===== src/rtl/video_rx_pkg.sv =====
// video_rx_pkg: shared constants and state encoding for the video capture receiver
package video_rx_pkg;
    localparam int H_ACTIVE_480P = 640;
    localparam int V_ACTIVE_480P = 480;
    localparam int WIN_ROW_W = 3;
    localparam int WIN_COL_W = 6;
    typedef logic [1:0] rx_state_t;
    localparam rx_state_t SEEK = 2'd0;
    localparam rx_state_t WAIT = 2'd1;
    localparam rx_state_t ACTIVE = 2'd2;
endpackage


===== src/rtl/video_capture_rx_if.sv =====
// video_capture_rx_if: parallel video bus (syncs, data enable, colour bits)
interface video_capture_rx_if;
    logic hsync, vsync, de, r, g, b;
    modport master(output hsync, vsync, de, r, g, b);
    modport slave(input hsync, vsync, de, r, g, b);
endinterface


===== src/rtl/video_capture_rx_capture_bitmap.sv =====
// capture_bitmap: dual-bank bit store; writes hit the back bank, registered reads the front bank
module capture_bitmap
    import video_rx_pkg::*;
#(
    parameter int WIN_W = 40,
    parameter int WIN_H = 6
)(
    input  logic                 clk,
    input  logic                 rst_n,
    input  logic                 bsel,
    input  logic                 we,
    input  logic                 wr_data,
    input  logic [WIN_ROW_W-1:0] wr_row,
    input  logic [WIN_COL_W-1:0] wr_col,
    input  logic [WIN_ROW_W-1:0] rd_row,
    input  logic [WIN_COL_W-1:0] rd_col,
    output logic                 rd_data
);
    localparam logic [WIN_ROW_W-1:0] ROW_LIM = WIN_ROW_W'(WIN_H);
    localparam logic [WIN_COL_W-1:0] COL_LIM = WIN_COL_W'(WIN_W);
    logic mem [2][WIN_H][WIN_W];
    always_ff @(posedge clk)
        if (we) mem[~bsel][wr_row][wr_col] <= wr_data;
    always_ff @(posedge clk)
        if (!rst_n) rd_data <= 1'b0;
        else rd_data <= (rd_row < ROW_LIM && rd_col < COL_LIM) ? mem[bsel][rd_row][rd_col] : 1'b0;
endmodule


===== src/rtl/video_capture_rx.sv =====
// video_capture_rx: recovers pixel coordinates, checks frame geometry and captures a bitmap window
module video_capture_rx
    import video_rx_pkg::*;
#(
    parameter int H_ACTIVE = H_ACTIVE_480P,
    parameter int V_ACTIVE = V_ACTIVE_480P,
    parameter int WIN_W    = 40,
    parameter int WIN_H    = 6,
    parameter int CNT_W    = 10,
    parameter bit SYNC_ACT = 1'b0
)(
    input  logic                 clk_pix,
    input  logic                 rst_pix_n,
    video_capture_rx_if.slave    vid,
    output logic [CNT_W-1:0]     px,
    output logic [CNT_W-1:0]     py,
    output logic                 px_valid,
    output logic                 locked,
    output logic                 line_err,
    output logic                 frame_done,
    output logic [CNT_W-1:0]     meas_line,
    output logic [CNT_W-1:0]     meas_lines,
    input  logic [WIN_ROW_W-1:0] rd_row,
    input  logic [WIN_COL_W-1:0] rd_col,
    output logic                 rd_data
);
    localparam logic [CNT_W-1:0] ONE = CNT_W'(1);
    localparam logic [CNT_W-1:0] CNT_MAX = '1;
    localparam logic [CNT_W-1:0] H_EXP = CNT_W'(H_ACTIVE);
    localparam logic [CNT_W-1:0] V_EXP = CNT_W'(V_ACTIVE);
    localparam logic [CNT_W-1:0] W_LIM = CNT_W'(WIN_W);
    localparam logic [CNT_W-1:0] H_LIM = CNT_W'(WIN_H);
    logic s1_vs, s2_vs, s1_de, s2_de, s1_r;
    logic vs_rise, de_rise, de_fall, len_bad, eval_bad, frame_bad, bsel, we, swap;
    logic [CNT_W-1:0] x_cnt, y_cnt, x_cur, y_end;
    logic [1:0] good_cnt;
    rx_state_t state;
    assign vs_rise = s1_vs & ~s2_vs;
    assign de_rise = s1_de & ~s2_de;
    assign de_fall = ~s1_de & s2_de;
    assign x_cur = de_rise ? '0 : x_cnt;
    assign len_bad = de_fall && x_cnt != H_EXP;
    // y_end counts a line ending on this cycle, so a coincident vs_rise sees it
    assign y_end = (de_fall && y_cnt != CNT_MAX) ? y_cnt + ONE : y_cnt;
    assign eval_bad = frame_bad | len_bad | (y_end != V_EXP);
    assign swap = vs_rise && state == ACTIVE;
    assign locked = good_cnt == 2'd2;
    assign we = s1_de && x_cur < W_LIM && y_cnt < H_LIM;
    always_ff @(posedge clk_pix) begin
        if (!rst_pix_n) begin
            {s1_vs, s2_vs, s1_de, s2_de, s1_r} <= '0;
            {x_cnt, y_cnt, px, py, meas_line, meas_lines} <= '0;
            {px_valid, line_err, frame_done, frame_bad, bsel} <= '0;
            good_cnt <= 2'd0;
            state <= SEEK;
        end else begin
            s1_vs <= vid.vsync ~^ SYNC_ACT;
            s2_vs <= s1_vs;
            s1_de <= vid.de;
            s2_de <= s1_de;
            s1_r <= vid.r;
            x_cnt <= de_rise ? ONE : (s1_de && x_cnt != CNT_MAX) ? x_cnt + ONE : x_cnt;
            y_cnt <= vs_rise ? '0 : y_end;
            px <= x_cur;
            py <= y_cnt;
            px_valid <= s1_de;
            if (de_fall) meas_line <= x_cnt;
            if (len_bad && locked) line_err <= 1'b1;
            frame_bad <= vs_rise ? 1'b0 : frame_bad | len_bad;
            frame_done <= swap;
            if (swap) begin
                meas_lines <= y_end;
                bsel <= ~bsel;
                good_cnt <= eval_bad ? 2'd0 : locked ? 2'd2 : good_cnt + 2'd1;
            end
            state <= state == SEEK ? (vs_rise ? WAIT : SEEK) :
                     state == WAIT ? (de_rise ? ACTIVE : WAIT) : ACTIVE;
        end
    end
    capture_bitmap #(.WIN_W(WIN_W), .WIN_H(WIN_H)) u_bitmap (
        .clk(clk_pix),
        .rst_n(rst_pix_n),
        .bsel(bsel),
        .we(we),
        .wr_data(s1_r),
        .wr_row(y_cnt[WIN_ROW_W-1:0]),
        .wr_col(x_cur[WIN_COL_W-1:0]),
        .rd_row(rd_row),
        .rd_col(rd_col),
        .rd_data(rd_data)
    );
endmodule


===== src/flat_wrapper.sv =====
// flat-port wrapper written by rule: the top's interface ports become plain ports
module video_capture_rx_flat import video_rx_pkg::*;
#(
    parameter int H_ACTIVE = H_ACTIVE_480P,
    parameter int V_ACTIVE = V_ACTIVE_480P,
    parameter int WIN_W    = 40,
    parameter int WIN_H    = 6,
    parameter int CNT_W    = 10,
    parameter bit SYNC_ACT = 1'b0
)
  (clk_pix, rst_pix_n, px, py, px_valid, locked, line_err, frame_done, meas_line, meas_lines, rd_row, rd_col, rd_data, vid_hsync, vid_vsync, vid_de, vid_r, vid_g, vid_b);
  video_capture_rx_if vid_i ();
  input  logic clk_pix;
  input  logic rst_pix_n;
  output logic [CNT_W-1:0] px;
  output logic [CNT_W-1:0] py;
  output logic px_valid;
  output logic locked;
  output logic line_err;
  output logic frame_done;
  output logic [CNT_W-1:0] meas_line;
  output logic [CNT_W-1:0] meas_lines;
  input  logic [WIN_ROW_W-1:0] rd_row;
  input  logic [WIN_COL_W-1:0] rd_col;
  output logic rd_data;
  input wire logic [$bits(vid_i.hsync)-1:0] vid_hsync;
  input wire logic [$bits(vid_i.vsync)-1:0] vid_vsync;
  input wire logic [$bits(vid_i.de)-1:0] vid_de;
  input wire logic [$bits(vid_i.r)-1:0] vid_r;
  input wire logic [$bits(vid_i.g)-1:0] vid_g;
  input wire logic [$bits(vid_i.b)-1:0] vid_b;
  assign vid_i.hsync = vid_hsync;
  assign vid_i.vsync = vid_vsync;
  assign vid_i.de = vid_de;
  assign vid_i.r = vid_r;
  assign vid_i.g = vid_g;
  assign vid_i.b = vid_b;
  video_capture_rx #(.H_ACTIVE(H_ACTIVE), .V_ACTIVE(V_ACTIVE), .WIN_W(WIN_W), .WIN_H(WIN_H), .CNT_W(CNT_W), .SYNC_ACT(SYNC_ACT)) u_core (.clk_pix(clk_pix), .rst_pix_n(rst_pix_n), .vid(vid_i), .px(px), .py(py), .px_valid(px_valid), .locked(locked), .line_err(line_err), .frame_done(frame_done), .meas_line(meas_line), .meas_lines(meas_lines), .rd_row(rd_row), .rd_col(rd_col), .rd_data(rd_data));
endmodule

===== config.mk =====
export PLATFORM = sky130hd
export DESIGN_NAME = video_capture_rx_flat
export DESIGN_NICKNAME = d
export VERILOG_FILES = /design/src/rtl/video_rx_pkg.sv /design/src/rtl/video_capture_rx_if.sv /design/src/rtl/video_capture_rx_capture_bitmap.sv /design/src/rtl/video_capture_rx.sv /design/src/flat_wrapper.sv
export SDC_FILE = /design/constraint.sdc
export NUM_CORES = 1
export LEC_CHECK = 0
export BUFFER_PORTS_ARGS = -buffer_cell sky130_fd_sc_hd__buf_4
export CORE_MARGIN = 2
export CORE_UTILIZATION = 44
export CTS_BUF_LIST = sky130_fd_sc_hd__clkbuf_16
export DETAILED_ROUTE_END_ITERATION = 8
export GPL_TIMING_DRIVEN = 0
export MAX_ROUTING_LAYER = met4
export SYNTH_ARGS = -nofsm -noshare
export SYNTH_HDL_FRONTEND = slang
export SYNTH_SLANG_ARGS = --single-unit

===== constraint.sdc =====
create_clock -name clk_pix -period 19.54 [get_ports clk_pix]
set_clock_uncertainty 0.05 [all_clocks]
set_input_delay 1.954 -clock clk_pix [delete_from_list [all_inputs] [get_ports clk_pix]]
set_output_delay 1.954 -clock clk_pix [all_outputs]
set_load 0.02 [all_outputs]

== After elaboration in Yosys (flattened, before gate mapping) ==
Memory sizes are Yosys's and may differ from the RTL's. A register that Yosys moved wholly into a read port is not among the register bits.
Index checks and enable logic that the tools add are counted.
Word-level totals
  register bits after elaboration: 74
  RAM bits: 480
  output and inout port bits: 45
  word-level logic and storage cells: 94
  memories: 1
Memories
  u_core.u_bitmap.mem: words 2, bits a word 240, read ports 1, clocked after Yosys merged registers in 1, write ports 1, RTL line video_capture_rx_capture_bitmap.sv:21  | logic mem [2][WIN_H][WIN_W];
Cells by class
  $add $sub $neg: 3
  $lt $le $gt $ge: 10
  eq/ne operators: 7
  multiplexer cells: 24
  bitwise logic cells: 15
  reductions and logical operators: 15
Operators by type and width (count)
  2-to-1 mux 240 bit: 1
  binary-select mux 40 bit (select 3 bit): 1
  demux 40 bit (select 3 bit): 1
  2-to-1 mux 40 bit: 3
  inequality test 10 bit, second input constant: 3
  adder 10 x 1 -> 10 bit, second input constant: 2
  2-to-1 mux 10 bit: 2
  >= comparator 7 bit, second input constant: 2
  NOT 6 -> 7 bit: 2
  logical AND 1 bit: 10
  < comparator 10 x 3 -> 1 bit, second input constant: 1
  < comparator 10 x 6 -> 1 bit, second input constant: 1
  2-to-1 mux 2 bit: 5
  inequality test 10 x 9 -> 1 bit, second input constant: 1
  2-to-1 mux 1 bit: 9
  >= comparator 4 bit, second input constant: 2
  NOT 3 -> 4 bit: 2
  < comparator 7 x 1 -> 1 bit, second input constant: 1
  binary-select mux 1 bit (select 6 bit): 1
  demux 1 bit (select 6 bit): 1
  < comparator 6 bit, second input constant: 1
  NOT 1 bit: 6
  equality test 2 bit, second input constant: 2
  < comparator 4 x 1 -> 1 bit, second input constant: 1
  9 further kinds: 13

== Longest topological paths before layout ==
  depth in word-level cells: 11
  mapped depth: 11
  depth with buffers taken out: 9

== Hierarchy ==
From an unflattened synthesis, not the netlist that was laid out.
Second synthesis, totals
  cells, all modules: 1908
  area, all modules: 24339.6 um^2
Modules (own cells, without submodules)
  capture_bitmap: instances 1, cells an instance 1586, area each 21413.0 um^2
  video_capture_rx: instances 1, cells an instance 322, area each 2926.6 um^2

== Least setup slack after synthesis ==
OpenSTA, ideal clock, no wires.
  path type: register to register
  from: register u_core.s1_r
  to: memory u_core.u_bitmap.mem[0][0] (netlist name) (data pin)
  data arrival time: 6.109 ns
  data required time: 18.066 ns
  setup slack: 11.957 ns
  stages on the path, launching flop included: 1
  buffers on the path: 0
  clock period less this slack: 7.583 ns
  cell sequence: dfxtp_1
RTL lines
  start, declared: RTL line video_capture_rx.sv:33  | logic s1_vs, s2_vs, s1_de, s2_de, s1_r;
  start signal, assigned: RTL line video_capture_rx.sv:61  | s1_r <= vid.r;
  end, declared: RTL line video_capture_rx_capture_bitmap.sv:21
No word-level cell before the write port.

== Final worst setup path ==
  from: input rd_row[1]
  to: register u_core.u_bitmap.rd_data
Between the ends
  cells in the longest elaborated chain, start to end: 7
RTL lines
  start, declared: RTL line flat_wrapper.sv:23  | input logic [WIN_ROW_W-1:0] rd_row;
  NOT 3 -> 4 bit (implied by the code): RTL line video_capture_rx_capture_bitmap.sv:26  | else rd_data <= (rd_row < ROW_LIM && rd_col < COL_LIM) ? mem[bsel][rd_row][rd_col] : 1'b0;
  binary-select mux 40 bit (select 3 bit): RTL line video_capture_rx_capture_bitmap.sv:26
  2-to-1 mux 40 bit (implied by the code) (2 in a row): RTL line video_capture_rx_capture_bitmap.sv:26
  binary-select mux 1 bit (select 6 bit): RTL line video_capture_rx_capture_bitmap.sv:26
  2-to-1 mux 1 bit (implied by the code) (2 in a row): RTL line video_capture_rx_capture_bitmap.sv:26
  end signal, assigned: RTL line video_capture_rx_capture_bitmap.sv:26
  end, declared: RTL line video_capture_rx_capture_bitmap.sv:17  | output logic rd_data
Parallel ways exist; a longest one is shown, timed or not. The select of a mux whose other input is x is not followed.
A chain may end at the register's enable or synchronous reset.

==> summary.md <==
| Metric | Value |
|---|---|
| Seq/Total Area, Yosys | `around 66%` |
| Number of global-route vias before repair | `15.6k` |
| Mean post-synth cell area | `12.7 µm²` |
| FFs w/ async S/R, synth | `0%` |
| Via count of the routed design | `16.1k` |
| CP Launch Type | `primary input` |
| Worst-Skew Late Latency | `0.62 ns` |
| Die Wd | `roughly 240 µm` |
| # diodes | `0` |
| PortBufs | `between 50 and 60` |
| Pleak | `8.49 nW` |
| Final Max Tran Viols | `0` |
| Antenna Violating Nets Remaining | `0` |
| Final setup fails | `0` |
| CP Class | `in2reg` |
| Max clock buf depth | `3` |
| Pwr Density | `88.1 nW/µm²` |
| Unrepaired setup endpoints after global routing | `false` |
| Combinational power share | `4.3%` |
| Tot GR Track Use | `between 20% and 30%` |
| Grt total ovfl | `0` |
| Synth Flop Type | `edfxtp_1` |
| Cts hold-fix bufs | `0` |
| Initial antenna violation count | `2` |
| Ranking of synthesized cells by area | `edfxtp_1 60%, nor2_1 8.2%, dfxtp_1 6.3%, mux2i_1 5.5%, mux4_2 4.8%` |
| Post-synth EDFFs | `480` |
| F_max | `204 MHz` |
| Cell Rows | `85` |
| Htree depth | `2` |
| Largest net degree at the start of global routing | `115` |
| Worst hold path type | `reg2reg` |
| CTS Buf Count | `56` |
| Area delta synth->final | `13.0%` |
| Most frequent cells in the layout | `526 x nor2_1, 480 x edfxtp_1, 131 x mux2i_1, 122 x clkbuf_1, 117 x nand2_1` |
| Clock power frac | `between 40% and 50%` |
| Residual DRC | `0` |
| Final nets | `2033` |
| Post-Route WL | `70800 µm` |
| Max_slew headroom | `under 10%` |
| Post-CTS setup buffers | `0` |
| Worst EP arrival | `5.36 ns` |
| Most common library cell in the layout ignoring fill and taps | `nor2_1` |
| Syn_nets | `1913` |
| Cell area after synthesis | `24000 µm²` |
| First-pass GRT wire length | `103000 µm` |
| Max VDD drop | `0.0642 mV` |
| Critical path endpoint category | `register` |
| Distinct cells, synth | `72` |
| Full die area | `between 50000 and 60000 µm²` |
| Sum of negative setup slack | `0 ns` |
| DR vias/cell | `between 5 and 6` |
| Area leader, netlist | `edfxtp_1` |
| Core Footprint | `53900 µm²` |
| Max Cap Viol | `0` |
| CP Max Fanout | `10` |
| Layout cells sized above 1 | `roughly an eighth` |
| Sw Share | `22.0%` |
| Switch Pwr | `0.526 mW` |
| Post_cts resized | `0` |
| Detailed placement HPWL | `roughly 45000 µm` |
| Root Buffer | `clkbuf_16` |
| Final hold violations | `0` |
| Per-cell routed wire length | `approximately 26 µm` |
| Min-delay src | `u_core.state[1]$_SDFF_PP0_` |
| Min Clock Period, post-route | `a little under 5 ns` |
| Gpl congestion | `slightly below 0.9` |
| Slew of the pin with the lowest slew margin | `1.41 ns` |
| Synth warnings | `0` |
| Fin crit share | `25.1%` |
| Clk sink count | `555` |
| IO Pins | `slightly above 60` |
| Cell internal pwr | `1.86 mW` |
| CTS tree | `built` |
| Die Y | `238 µm` |
| Sequential Power Share | `54.0%` |
| Post-Synthesis Cells | `1891` |
| Placed cells | `2649` |
| CP required | `19.99 ns` |
| CP startpoint | `rd_row[1]` |
| Run status | `complete, no violations` |
| Starting density of the core | `44.5%` |
| Drt first pass iters | `7` |
| FF+latch count, synth | `555` |
| Post-Layout Cell Count | `2751` |
| Iter 0 DRT Violations | `1992` |
| Share of the synthesized area in the top cell type | `60.0%` |
| Clock Pin Slew Worst Setup and Hold Paths | `~0.060 ns` |
cells by family after synthesis:
logic type               Yosys count  share of synthesized area (%)
AO/OA/AOI/OAI                    175                           5.30
XOR/XNOR                          15                          0.547
adder cells (fa/ha/maj)            5                          0.260
buffers and inverters            176                           3.41
flip-flops                       555                           66.3
multiplexers                     189                           10.6
AND/OR/NAND/NOR                  776                           13.7
metrics by stage:
step	util (%)	setup WS [ns]	hold slack [ns]	instance area [µm²]	power, mW
after floorplan	-	11.96	0.363	24000	1.38
after global placement	46.9	7.77	0.375	25300	1.42
after detailed placement	47.3	14.11	0.387	25500	1.42
after CTS	50.3	14.74	0.398	27100	2.40
after global routing	50.3	14.61	0.403	27100	2.45
final	50.3	14.63	0.400	27100	2.39
registers in the layout, indices dropped and copies added, names as in the netlist, 2 cells and up, named ones only:
register,count
u_core.x_cnt,10
u_core.state,2
u_core.meas_lines,10
u_core.meas_line,10
u_core.good_cnt,2
u_core.px,10
u_core.u_bitmap.mem,480
u_core.py,10
u_core.y_cnt,10
critical path: stages:
cell       delay (ns)
buf_4            0.13
nor3_2           0.56
clkbuf_1         0.85
a22oi_1          0.18
o2111ai_1        0.16
and3_1           0.26
o21ai_0          0.16
a2111oi_0        0.80
and4bb_1         0.30
cells in the mapped netlist, drive strengths merged (21+ instances only):
cell	count
a21oi	21
a22oi	32
and2	21
buf	41
clkbuf	122
dfxtp	75
edfxtp	480
mux2i	131
mux4	51
nand2	117
nand3	24
nor2	526
o21ai	25
path summary, 6_finish.rpt:
check	to	slack, ns	cells past startpoint
min	u_core.state[0]$_SDFF_PN0_	0.40	1
max	u_core.u_bitmap.rd_data$_SDFF_PN0_	14.63	9
min reg2reg	u_core.state[0]$_SDFF_PN0_	0.40	1
max reg2reg	u_core.u_bitmap.rd_data$_SDFF_PN0_	15.53	9
power by group through the flow:
stage	logic (mW)	clock network (mW)	registers [mW]
floorplan	0.0482	0	1.33
global placement	0.0857	0	1.34
detailed placement	0.100	0	1.32
CTS	0.100	1.00	1.29
global route	0.106	1.05	1.29
finish	0.103	0.997	1.29
final cells by class:
cell class              count  area, µm²
well taps                 696        871
clock buffers              57       1430
plain buffers             163        769
flip-flops and latches    555      15900
inverters                  13       48.8
clock inverters            45        236
repair buffers             62        557
multi-input cells        1160       7320
fillers                  4729      26800
metal layers:
layer / global-route usage (%) / vias up / part of all wire [%]
met4: 9.53 / 0 / 3.8
met3: 3.88 / 159 / 8.5
met1: 34.5 / 8124 / 41
met5: - / - / 0
met2: 40.0 / 752 / 46
li1: - / 7062 / -
(Power assumes the default switching activity.)
